File: src/rtl/keypad_scan_pkg.sv
// Shared definitions for the keypad scanner: idle word, column drive patterns,
// FSM states and frame helper functions.
package keypad_scan_pkg;

    localparam logic [15:0] KEY_IDLE = 16'h00FF;

    localparam logic [3:0] COL_DRIVE [4] = '{4'b1110, 4'b1101, 4'b1011, 4'b0111};

    typedef enum logic [1:0] {
        IDLE,
        HELD,
        LOCK
    } scanState_t;

    function automatic logic [4:0] countKeys(input logic [15:0] frame);
        logic [4:0] n;
        n = '0;
        for (int unsigned i = 0; i < 16; i++) begin
            n = n + 5'(frame[i]);
        end
        return n;
    endfunction

    // Frame bit index is col*4+row; the press code is row*4+col.
    function automatic logic [3:0] keyCode(input logic [15:0] frame);
        logic [3:0] code;
        logic [3:0] idx;
        code = '0;
        for (int unsigned i = 0; i < 16; i++) begin
            idx = 4'(i);
            if (frame[i]) begin
                code = {idx[1:0], idx[3:2]};
            end
        end
        return code;
    endfunction

endpackage

File: src/rtl/keypad_scan_if.sv
// Keypad pin and key-code bundle between the scanner and its neighbours.
interface keypad_scan_if;
    logic [3:0]  iRow;
    logic [3:0]  oCol;
    logic [15:0] key_num;
    logic        oKey_valid;

    modport master (
        input  iRow,
        output oCol,
        output key_num,
        output oKey_valid
    );

    modport slave (
        output iRow,
        input  oCol,
        input  key_num,
        input  oKey_valid
    );
endinterface

File: src/rtl/keypad_scan_col_drv.sv
// Column stepping for the keypad: scan divider, column counter, column
// decode and a two-flop row synchroniser (rows returned active-high).
module keypad_col_drv
    import keypad_scan_pkg::*;
#(
    parameter int SCAN_DIV = 50000
) (
    input  logic       iCLK,
    input  logic       iRST_n,
    input  logic [3:0] iRow,
    output logic [3:0] oCol,
    output logic       tick,
    output logic [1:0] col,
    output logic [3:0] rows
);

    localparam int DW = (SCAN_DIV > 1) ? $clog2(SCAN_DIV) : 1;

    logic [DW-1:0] divCnt;
    logic [3:0]    rowMeta;
    logic [3:0]    rowSync;

    assign tick = (divCnt == DW'(SCAN_DIV - 1));

    // Synchroniser resets to the released level so no phantom press follows reset.
    always_ff @(posedge iCLK or negedge iRST_n) begin
        if (!iRST_n) begin
            divCnt  <= '0;
            col     <= '0;
            rowMeta <= '1;
            rowSync <= '1;
        end else begin
            rowMeta <= iRow;
            rowSync <= rowMeta;
            if (tick) begin
                divCnt <= '0;
                col    <= col + 2'd1;
            end else begin
                divCnt <= divCnt + DW'(1);
            end
        end
    end

    assign rows = ~rowSync;
    assign oCol = COL_DRIVE[col];

endmodule

File: src/rtl/keypad_scan.sv
// 4x4 keypad scanner: assembles whole-matrix frames, debounces them and
// emits a one-cycle code for each new single-key press.
module keypad_scan
    import keypad_scan_pkg::*;
#(
    parameter int SCAN_DIV  = 50000,
    parameter int DB_FRAMES = 5
) (
    input  logic          iCLK,
    input  logic          iRST_n,
    keypad_scan_if.master bus
);

    localparam int             DBW    = (DB_FRAMES > 1) ? $clog2(DB_FRAMES) : 1;
    localparam logic [DBW-1:0] DB_MAX = DBW'(DB_FRAMES - 1);

    logic           tick;
    logic [1:0]     col;
    logic [3:0]     rows;
    logic [15:0]    curFrame;
    logic [15:0]    prevFrame;
    logic [15:0]    doneFrame;
    logic [DBW-1:0] dbCnt;
    logic [DBW-1:0] dbNext;
    logic           frameEnd;
    logic           stableEvt;
    logic [4:0]     keyCnt;
    logic           emit;
    scanState_t     state;
    scanState_t     nextState;

    keypad_col_drv #(
        .SCAN_DIV(SCAN_DIV)
    ) uColDrv (
        .iCLK  (iCLK),
        .iRST_n(iRST_n),
        .iRow  (bus.iRow),
        .oCol  (bus.oCol),
        .tick  (tick),
        .col   (col),
        .rows  (rows)
    );

    assign frameEnd = tick && (col == 2'd3);

    // The completed frame includes the column-3 rows being stored on this tick.
    always_comb begin
        doneFrame         = curFrame;
        doneFrame[12 +: 4] = rows;
    end

    always_comb begin
        dbNext = '0;
        if (doneFrame == prevFrame) begin
            dbNext = (dbCnt == DB_MAX) ? dbCnt : dbCnt + DBW'(1);
        end
    end

    assign stableEvt = frameEnd && (dbNext == DB_MAX);
    assign keyCnt    = countKeys(doneFrame);

    always_ff @(posedge iCLK or negedge iRST_n) begin
        if (!iRST_n) begin
            curFrame  <= '0;
            prevFrame <= '0;
            dbCnt     <= '0;
        end else begin
            if (tick) begin
                curFrame[{col, 2'b00} +: 4] <= rows;
            end
            if (frameEnd) begin
                prevFrame <= doneFrame;
                dbCnt     <= dbNext;
            end
        end
    end

    always_ff @(posedge iCLK or negedge iRST_n) begin
        if (!iRST_n) begin
            state <= IDLE;
        end else begin
            state <= nextState;
        end
    end

    always_comb begin
        nextState = state;
        if (stableEvt) begin
            case (state)
                IDLE: begin
                    if (keyCnt == 5'd1) begin
                        nextState = HELD;
                    end else if (keyCnt > 5'd1) begin
                        nextState = LOCK;
                    end
                end
                HELD, LOCK: begin
                    if (keyCnt == 5'd0) begin
                        nextState = IDLE;
                    end
                end
                default: nextState = IDLE;
            endcase
        end
    end

    always_comb begin
        emit = 1'b0;
        if (stableEvt && (state == IDLE) && (keyCnt == 5'd1)) begin
            emit = 1'b1;
        end
    end

    always_ff @(posedge iCLK or negedge iRST_n) begin
        if (!iRST_n) begin
            bus.key_num    <= KEY_IDLE;
            bus.oKey_valid <= 1'b0;
        end else begin
            bus.key_num    <= emit ? {12'h000, keyCode(doneFrame)} : KEY_IDLE;
            bus.oKey_valid <= emit;
        end
    end

endmodule

File: src/flat_wrapper.sv
// flat-port wrapper written by rule: the top's interface ports become plain ports
module keypad_scan_flat import keypad_scan_pkg::*;
#(
    parameter int SCAN_DIV  = 50000,
    parameter int DB_FRAMES = 5
)
  (iCLK, iRST_n, bus_iRow, bus_oCol, bus_key_num, bus_oKey_valid);
  keypad_scan_if bus_i ();
  input  logic iCLK;
  input  logic iRST_n;
  input wire logic [$bits(bus_i.iRow)-1:0] bus_iRow;
  output wire logic [$bits(bus_i.oCol)-1:0] bus_oCol;
  output wire logic [$bits(bus_i.key_num)-1:0] bus_key_num;
  output wire logic [$bits(bus_i.oKey_valid)-1:0] bus_oKey_valid;
  assign bus_i.iRow = bus_iRow;
  assign bus_oCol = bus_i.oCol;
  assign bus_key_num = bus_i.key_num;
  assign bus_oKey_valid = bus_i.oKey_valid;
  keypad_scan #(.SCAN_DIV(SCAN_DIV), .DB_FRAMES(DB_FRAMES)) u_core (.iCLK(iCLK), .iRST_n(iRST_n), .bus(bus_i));
endmodule
File: config.mk
export PLATFORM = sky130hd
export DESIGN_NAME = keypad_scan_flat
export DESIGN_NICKNAME = d
export VERILOG_FILES = /design/src/rtl/keypad_scan_pkg.sv /design/src/rtl/keypad_scan_if.sv /design/src/rtl/keypad_scan_col_drv.sv /design/src/rtl/keypad_scan.sv /design/src/flat_wrapper.sv
export SDC_FILE = /design/constraint.sdc
export NUM_CORES = 1
export LEC_CHECK = 0
export BUFFER_PORTS_ARGS = -buffer_cell sky130_fd_sc_hd__buf_4
export CORE_AREA = 3 3 97 76
export DETAILED_ROUTE_END_ITERATION = 10
export DIE_AREA = 0 0 100 79
export HOLD_SLACK_MARGIN = 0.03
export PLACE_DENSITY_LB_ADDON = 0.12
export SLEW_MARGIN = 5
export SYNTH_ARGS = -nofsm -noshare
export SYNTH_HDL_FRONTEND = slang
export SYNTH_SLANG_ARGS = --single-unit
File: constraint.sdc
create_clock -name iCLK -period 4.77 [get_ports iCLK]
set_input_delay 0.477 -clock iCLK [delete_from_list [all_inputs] [get_ports iCLK]]
set_output_delay 0.477 -clock iCLK [all_outputs]
set_load 0.05 [all_outputs]
==> qor.txt, run 1 <==
status: complete, no violations
asr flop ratio synth: 100.0%
DP HPWL: 4921 µm
CORE AREA: 6350 µm²
vias in the first global route: 2425
Worst Path Buf+Inv: 3
Post-CTS Setup Bufs: 0
worst path required time: 4.98 ns
diodes inserted: 0
root buffer cell: clkbuf_8
1st-pass router iterations: 4
worst-skew pair later-pin latency: 0.35 ns
switching share of power: 23.10%
vias post-DR: 2402
Clock Power Share: 45.6%
Comb pwr share: 5.5%
Total Nets Final: 392
Worst EP arrival: 4.79 ns
Via density: 5.362
CTS Buffer Depth: 2
Detailed Route Iter0 Violations: 138
part of the power in registers: 48.9%
Worst-path clk slew: 0.07 ns
DRT antenna net count: 0
GRT Total Usage: 19.56%
worst r2r dst: u_core.state[1]
Fin Setup TNS: 0 ns
class of the worst hold path: input port to async pin
Post-synth EDFFs: 0
grt ovf: 0
count of cell types in the netlist: 49
FMAX: 218.1 MHz
Worst VDD drop: 0.0003106 V
RSZ-0062 raised after global routing: no
CP cell instances: ha_1, inv_1, fa_1, inv_1, fa_1, inv_1, fa_1, fa_1, fa_2, fa_1, nor3b_4, a31oi_1, o41ai_2, o211ai_1
critical path's largest stage delay: 0.51 ns
FP Rows: 25
actual slew at the worst max-slew pin: 0.8136 ns
Pwr Total: 1.154 mW
H-tree levels: 3
Worst R2R Setup Slack: 0.19 ns
TritonCTS sink count: 65
family with the most delay on the worst path: adder cells
Max transition margin: 45.63%
layout cells sized above 1: 17.17%
global-route wire length before repair: 11830 µm
final slew viol count: 0
hold-fix buffers at CTS: 0
clock skew: 0.008389 ns
Leakage: 1.826 nW
final WL: 6822 µm
Die X: 100 µm
Die Span Y: 79 µm
max cap viols: 0
cts bufs inserted: 9
switching power of the nets: 0.2665 mW
post-route minimum period: 4.585 ns
Hold Violations, Final: 0
worst hold slack: 0.2090 ns
CP Class: flop to flop
I/O Buffers: 18
pwr dens: 293.8 nW/µm²
Initial Util: 55.09%
Int Power: 0.8873 mW
CP startpoint kind: flop
Syn Std Cell Area: 3498 µm²
period utilisation layout: 96.12%
CP most frequent cell: fa_1
#FFs+latches synth: 65
die area: 7900 µm²
initial antenna violation count: 0
placed cells: 432
R2R depth: 14
PostCTS Resize Cnt: 1
sequential area share after synthesis: 46.96%
drt wl/cell: 15.23 µm
Ports: 27
DRC Markers: 0
Critical Path Fanout Max: 5
syn avg cell area: 10.26 µm²
CP Capture Type: flop
ys flop type: dfrtp_1
CTS tree: done
area grow syn2layout: 12.27%
yosys warns: 0
Cell Count, Final, Fillers Out: 448
# setup viols final: 0
Cells after Synth: 341
Reg2Reg Launch Point: u_core.curFrame[0]
crit path max-delay cell type: fa_1
gpl congestion: 0.8072
largest net degree at the start of global routing: 66
## synth_stat cells (2+ instances only)
cell | n | area [µm²]
ha_1 | 14 | 175.2
and2_1 | 2 | 12.51
nand3b_1 | 2 | 15.01
nand3_1 | 8 | 40.04
xor2_1 | 19 | 166.4
o211ai_1 | 4 | 30.03
nor4_1 | 8 | 50.05
clkbuf_1 | 8 | 30.03
inv_1 | 42 | 157.7
nand2_1 | 40 | 150.1
nand4_1 | 7 | 43.79
nor2b_1 | 4 | 25.02
o21ai_0 | 17 | 85.08
o41ai_1 | 2 | 17.52
and3_1 | 2 | 12.51
or2_2 | 2 | 12.51
dfrtp_1 | 52 | 1301
nor3_1 | 4 | 20.02
o31ai_1 | 12 | 90.09
nor3b_1 | 3 | 22.52
dfstp_2 | 13 | 341.6
nor2_1 | 16 | 60.06
nor4b_1 | 2 | 17.52
mux2_2 | 2 | 22.52
buf_4 | 11 | 82.58
xnor2_1 | 12 | 105.1
fa_1 | 10 | 200.2
nand4b_1 | 2 | 17.52
## cell type report
class                   instances  area, µm²
multi-input cells             222       1633
clock buffers                  10      137.6
repair buffers                 22      165.2
fillers                       524       2422
clock inverters                 6      90.09
inverters                      42      157.7
flip-flops and latches         65       1643
well taps                      81      101.3
## sequential cells by signal, indices dropped and copies added (netlist names)
name and count:
u_core.bus.key_num 5, u_core.bus.oKey_valid 1, u_core.curFrame 12, u_core.dbCnt 3, u_core.prevFrame 16, u_core.state 2, u_core.uColDrv.col 2, u_core.uColDrv.divCnt 16
u_core.uColDrv.rowMeta 4, u_core.uColDrv.rowSync 4
## layout by cell type (no fill, tap or decap), types with 4 or more instances in the layout
master    Yosys  final
dfrtp_1      52     52
inv_1        42     42
nand2_1      40     40
buf_4        11     22
xor2_1       19     19
o21ai_0      17     17
nor2_1       16     16
ha_1         14     14
dfstp_2      13     13
xnor2_1      12     12
o31ai_1      12     12
clkbuf_8      0     10
fa_1         10      9
nand3_1       8      8
nor4_1        8      8
conb_1        1      8
nand4_1       7      7
nor2b_1       4      4
o211ai_1      4      4
nor3_1        4      4
## through the flow
| step | utilization [%] | worst slack (ns) | cell area (µm²) |
|---|---|---|---|
| floorplan | - | 0.1379 | 3525 |
| global placement | 57.93 | 0.07274 | 3679 |
| detailed placement | 57.93 | -0.03181 | 3679 |
| CTS | 61.60 | 0.1144 | 3911 |
| global route | 61.85 | 0.005198 | 3928 |
| finish | 61.85 | 0.1851 | 3928 |
## cell families (layout without fill, tap and decap cells)
family                     count (synthesis)  count (layout)  synth area share (%)
DFF                                       65              65                 46.96
xor gates and xnor gates                  31              31                 7.761
and+or+nand+nor                          109             109                 16.63
other                                      1               8                0.1072
muxes                                      2               2                0.6437
buffers and inverters                     61              80                 7.725
adders and majority gates                 24              24                 10.73
AOI/OAI and AO/OA                         48              48                 9.443
## worst max-delay path by stage
stage,from,end,slack [ns],depth (start not counted)
floorplan,u_core.curFrame[1],u_core.bus.key_num[2],0.14,14
global placement,u_core.curFrame[0],u_core.state[1],0.07,14
detailed placement,u_core.curFrame[0],u_core.state[1],-0.03,14
CTS,u_core.curFrame[0],u_core.state[1],0.11,14
global route,u_core.curFrame[0],u_core.state[1],0.005,14
finish,u_core.curFrame[0],u_core.state[1],0.19,14
## power by group through the flow
stage / Combinational [mW] / Sequential, mW / Clock, mW
floorplan: 0.0495 / 0.569 / 0
global placement: 0.0612 / 0.574 / 0
detailed placement: 0.0622 / 0.574 / 0
CTS: 0.0631 / 0.564 / 0.539
global route: 0.0733 / 0.564 / 0.567
finish: 0.0638 / 0.564 / 0.526
## per-layer routing
layer,global-route usage (%),share of wire (%),vias to the layer above
met5,0,0,-
met4,6.326,1.7,0
met3,6.321,5.2,9
met2,28.03,43,56
met1,28.15,50,1163
li1,-,-,1174
Power figures use the tool's default switching activity.
==> run 2: changes to the inputs <==
--- a/config.mk
+++ b/config.mk
@@ -6,9 +6,9 @@
 export NUM_CORES = 1
 export LEC_CHECK = 0
 export BUFFER_PORTS_ARGS = -buffer_cell sky130_fd_sc_hd__buf_4
-export CORE_AREA = 3 3 97 76
+export CORE_AREA = 3 3 112 87
 export DETAILED_ROUTE_END_ITERATION = 10
-export DIE_AREA = 0 0 100 79
+export DIE_AREA = 0 0 115 90
 export HOLD_SLACK_MARGIN = 0.03
 export PLACE_DENSITY_LB_ADDON = 0.12
 export SLEW_MARGIN = 5
==> run 2 against run 1 <==
Via count down 1.2%. First-iteration DRC count down 3.6%. Sequential share of layout area down 1.6 points. Clock-buffer cell count unchanged. Die area up 31%. Cell area up 4.1%. Largest power group is now clock. Non-clock buffer count up 5. Global-route usage down 3.9 points. Maximum frequency up 1.5%. Wire length up 7.8%. Power up 16%.
==> qor.txt, run 2 (synthesis results as in run 1) <==
status: complete, no violations (unchanged)
hold-fix buffers at CTS: 0 (unchanged)
layout cells sized above 1: 17.74% (was 17.17%)
Ports: 27 (unchanged)
Worst Path Buf+Inv: 3 (unchanged)
pwr dens: 326.1 nW/µm² (was 293.8 nW/µm²)
Worst EP arrival: 4.73 ns (was 4.79 ns)
largest net degree at the start of global routing: 66 (unchanged)
Post-CTS Setup Bufs: 0 (unchanged)
diodes inserted: 0 (unchanged)
Hold Violations, Final: 0 (unchanged)
CP Capture Type: flop (unchanged)
critical path's largest stage delay: 0.52 ns (was 0.51 ns)
Critical Path Fanout Max: 5 (unchanged)
PostCTS Resize Cnt: 0 (was 1)
GRT Total Usage: 15.69% (was 19.56%)
worst hold slack: 0.2297 ns (was 0.2090 ns)
number of fill cells: 821 (was 524)
TritonCTS sink count: 65 (unchanged)
max cap viols: 0 (unchanged)
Top Registers: u_core.prevFrame x16, u_core.uColDrv.divCnt x16, u_core.curFrame x12 (unchanged)
drt wl/cell: 15.32 µm (was 15.23 µm)
most frequent cells in the layout: 52 x dfrtp_1, 42 x inv_1, 40 x nand2_1 (unchanged)
H-tree levels: 3 (unchanged)
Reg area: 1643 µm² (unchanged)
Max transition margin: 43.22% (was 45.63%)
class of the worst hold path: input port to async pin (unchanged)
FP Rows: 29 (was 25)
CP most frequent cell: fa_1 (unchanged)
RSZ-0062 raised after global routing: no (unchanged)
# setup viols final: 0 (unchanged)
cts bufs inserted: 9 (unchanged)
period utilisation layout: 94.67% (was 96.12%)
Die X: 115 µm (was 100 µm)
Die Span Y: 90 µm (was 79 µm)
grt ovf: 0 (unchanged)
CORE AREA: 8563 µm² (was 6350 µm²)
CP cell instances: ha_1, inv_1, fa_1, inv_1, fa_1, inv_1, fa_1, fa_1, fa_1, fa_1, nor2b_1, a31o_2, and3_1, o32a_1 (was ha_1, inv_1, fa_1, inv_1, fa_1, inv_1, fa_1, fa_1, fa_2, fa_1, nor3b_4, a31oi_1, o41ai_2, o211ai_1)
DRC Markers: 0 (unchanged)
clock skew: 0.006700 ns (was 0.008389 ns)
area grow syn2layout: 16.85% (was 12.27%)
Total Nets Final: 397 (was 392)
Fin Setup TNS: 0 ns (unchanged)
Worst VDD drop: 0.0002613 V (was 0.0003106 V)
most common cell after layout, fill and taps aside: dfrtp_1 (unchanged)
DP HPWL: 5340 µm (was 4921 µm)
crit path max-delay cell type: fa_1 (unchanged)
Worst-path clk slew: 0.05 ns (was 0.07 ns)
Util after Layout: 47.74% (was 61.85%)
Leakage: 1.892 nW (was 1.826 nW)
post-route minimum period: 4.516 ns (was 4.585 ns)
Initial Util: 40.85% (was 55.09%)
vias in the first global route: 2359 (was 2425)
1st-pass router iterations: 4 (unchanged)
CP Class: flop to flop (unchanged)
root buffer cell: clkbuf_16 (was clkbuf_8)
gpl congestion: 0.7802 (was 0.8072)
initial antenna violation count: 0 (unchanged)
family with the most delay on the worst path: adder cells (unchanged)
FMAX: 221.5 MHz (was 218.1 MHz)
Via density: 4.942 (was 5.362)
DRT antenna net count: 0 (unchanged)
die area: 10350 µm² (was 7900 µm²)
Detailed Route Iter0 Violations: 133 (was 138)
vias post-DR: 2372 (was 2402)
worst path required time: 4.98 ns (about the same)
actual slew at the worst max-slew pin: 0.8497 ns (was 0.8136 ns)
global-route wire length before repair: 12610 µm (was 11830 µm)
worst-skew pair later-pin latency: 0.34 ns (was 0.35 ns)
CTS tree: done (unchanged)
I/O Buffers: 18 (unchanged)
final slew viol count: 0 (unchanged)
Pwr Total: 1.333 mW (was 1.154 mW)
final WL: 7355 µm (was 6822 µm)
multi-input logic area: 1630 µm² (was 1633 µm²)
CP startpoint kind: flop (unchanged)
CTS Buffer Depth: 2 (unchanged)
## run 2: final timing paths
check	from	end	slack, ns	depth (start not counted)
worst max-delay path	u_core.curFrame[1]	u_core.state[0]	0.25	14
worst min-delay path	iRST_n	u_core.bus.oKey_valid	0.23	1
max in group asynchronous	iRST_n	u_core.uColDrv.divCnt[14]	3.98	1
worst max register to register	u_core.curFrame[1]	u_core.state[0]	0.25	14
worst min register to register	u_core.uColDrv.rowMeta[0]	u_core.uColDrv.rowSync[0]	0.35	0
min in group iCLK	bus_iRow[2]	u_core.uColDrv.rowMeta[2]	0.24	1
## run 2: layout make-up
cell class | instances | area share (%)
clock buffer | 10 | 5.601
tap | 108 | 3.306
timing repair buffer | 27 | 4.959
multi-input combinational | 222 | 39.88
sequential | 65 | 40.19
clock inverter | 6 | 2.204
inverter | 42 | 3.857
## run 2: where the power goes
group	internal, mW	total [mW]	switching, mW
clock network	0.459	0.703	0.244
logic	0.0203	0.0675	0.0472
registers	0.558	0.562	0.00405
## run 2: routing by layer
layer  track usage (%)  up-vias  share of wire (%)
met2             20.62       49                 42
met1             24.18     1128                 53
met5                 0        -                  0
li1                  -     1185                  -
met4             5.865        0                1.7
met3             4.295       10                4.1
## run 2: per-stage QoR
step                cells  cell area [µm²]  setup slack (ns)
finish                480             4088            0.2544
global placement      464             3750           0.09169
global route          480             4088           0.04337
floorplan             348             3525            0.1379
detailed placement    464             3750           0.04965
CTS                   480             4069           0.02774
## run 2: worst reg2reg max path, stage by stage, from the launching register on
cell and delay (ns):
dfrtp_1 0.38, ha_1 0.27, inv_1 0.04, fa_1 0.47
inv_1 0.05, fa_1 0.49, inv_1 0.05, fa_1 0.52
fa_1 0.43, fa_1 0.40, fa_1 0.39, nor2b_1 0.14
a31o_2 0.24, and3_1 0.17, o32a_1 0.34
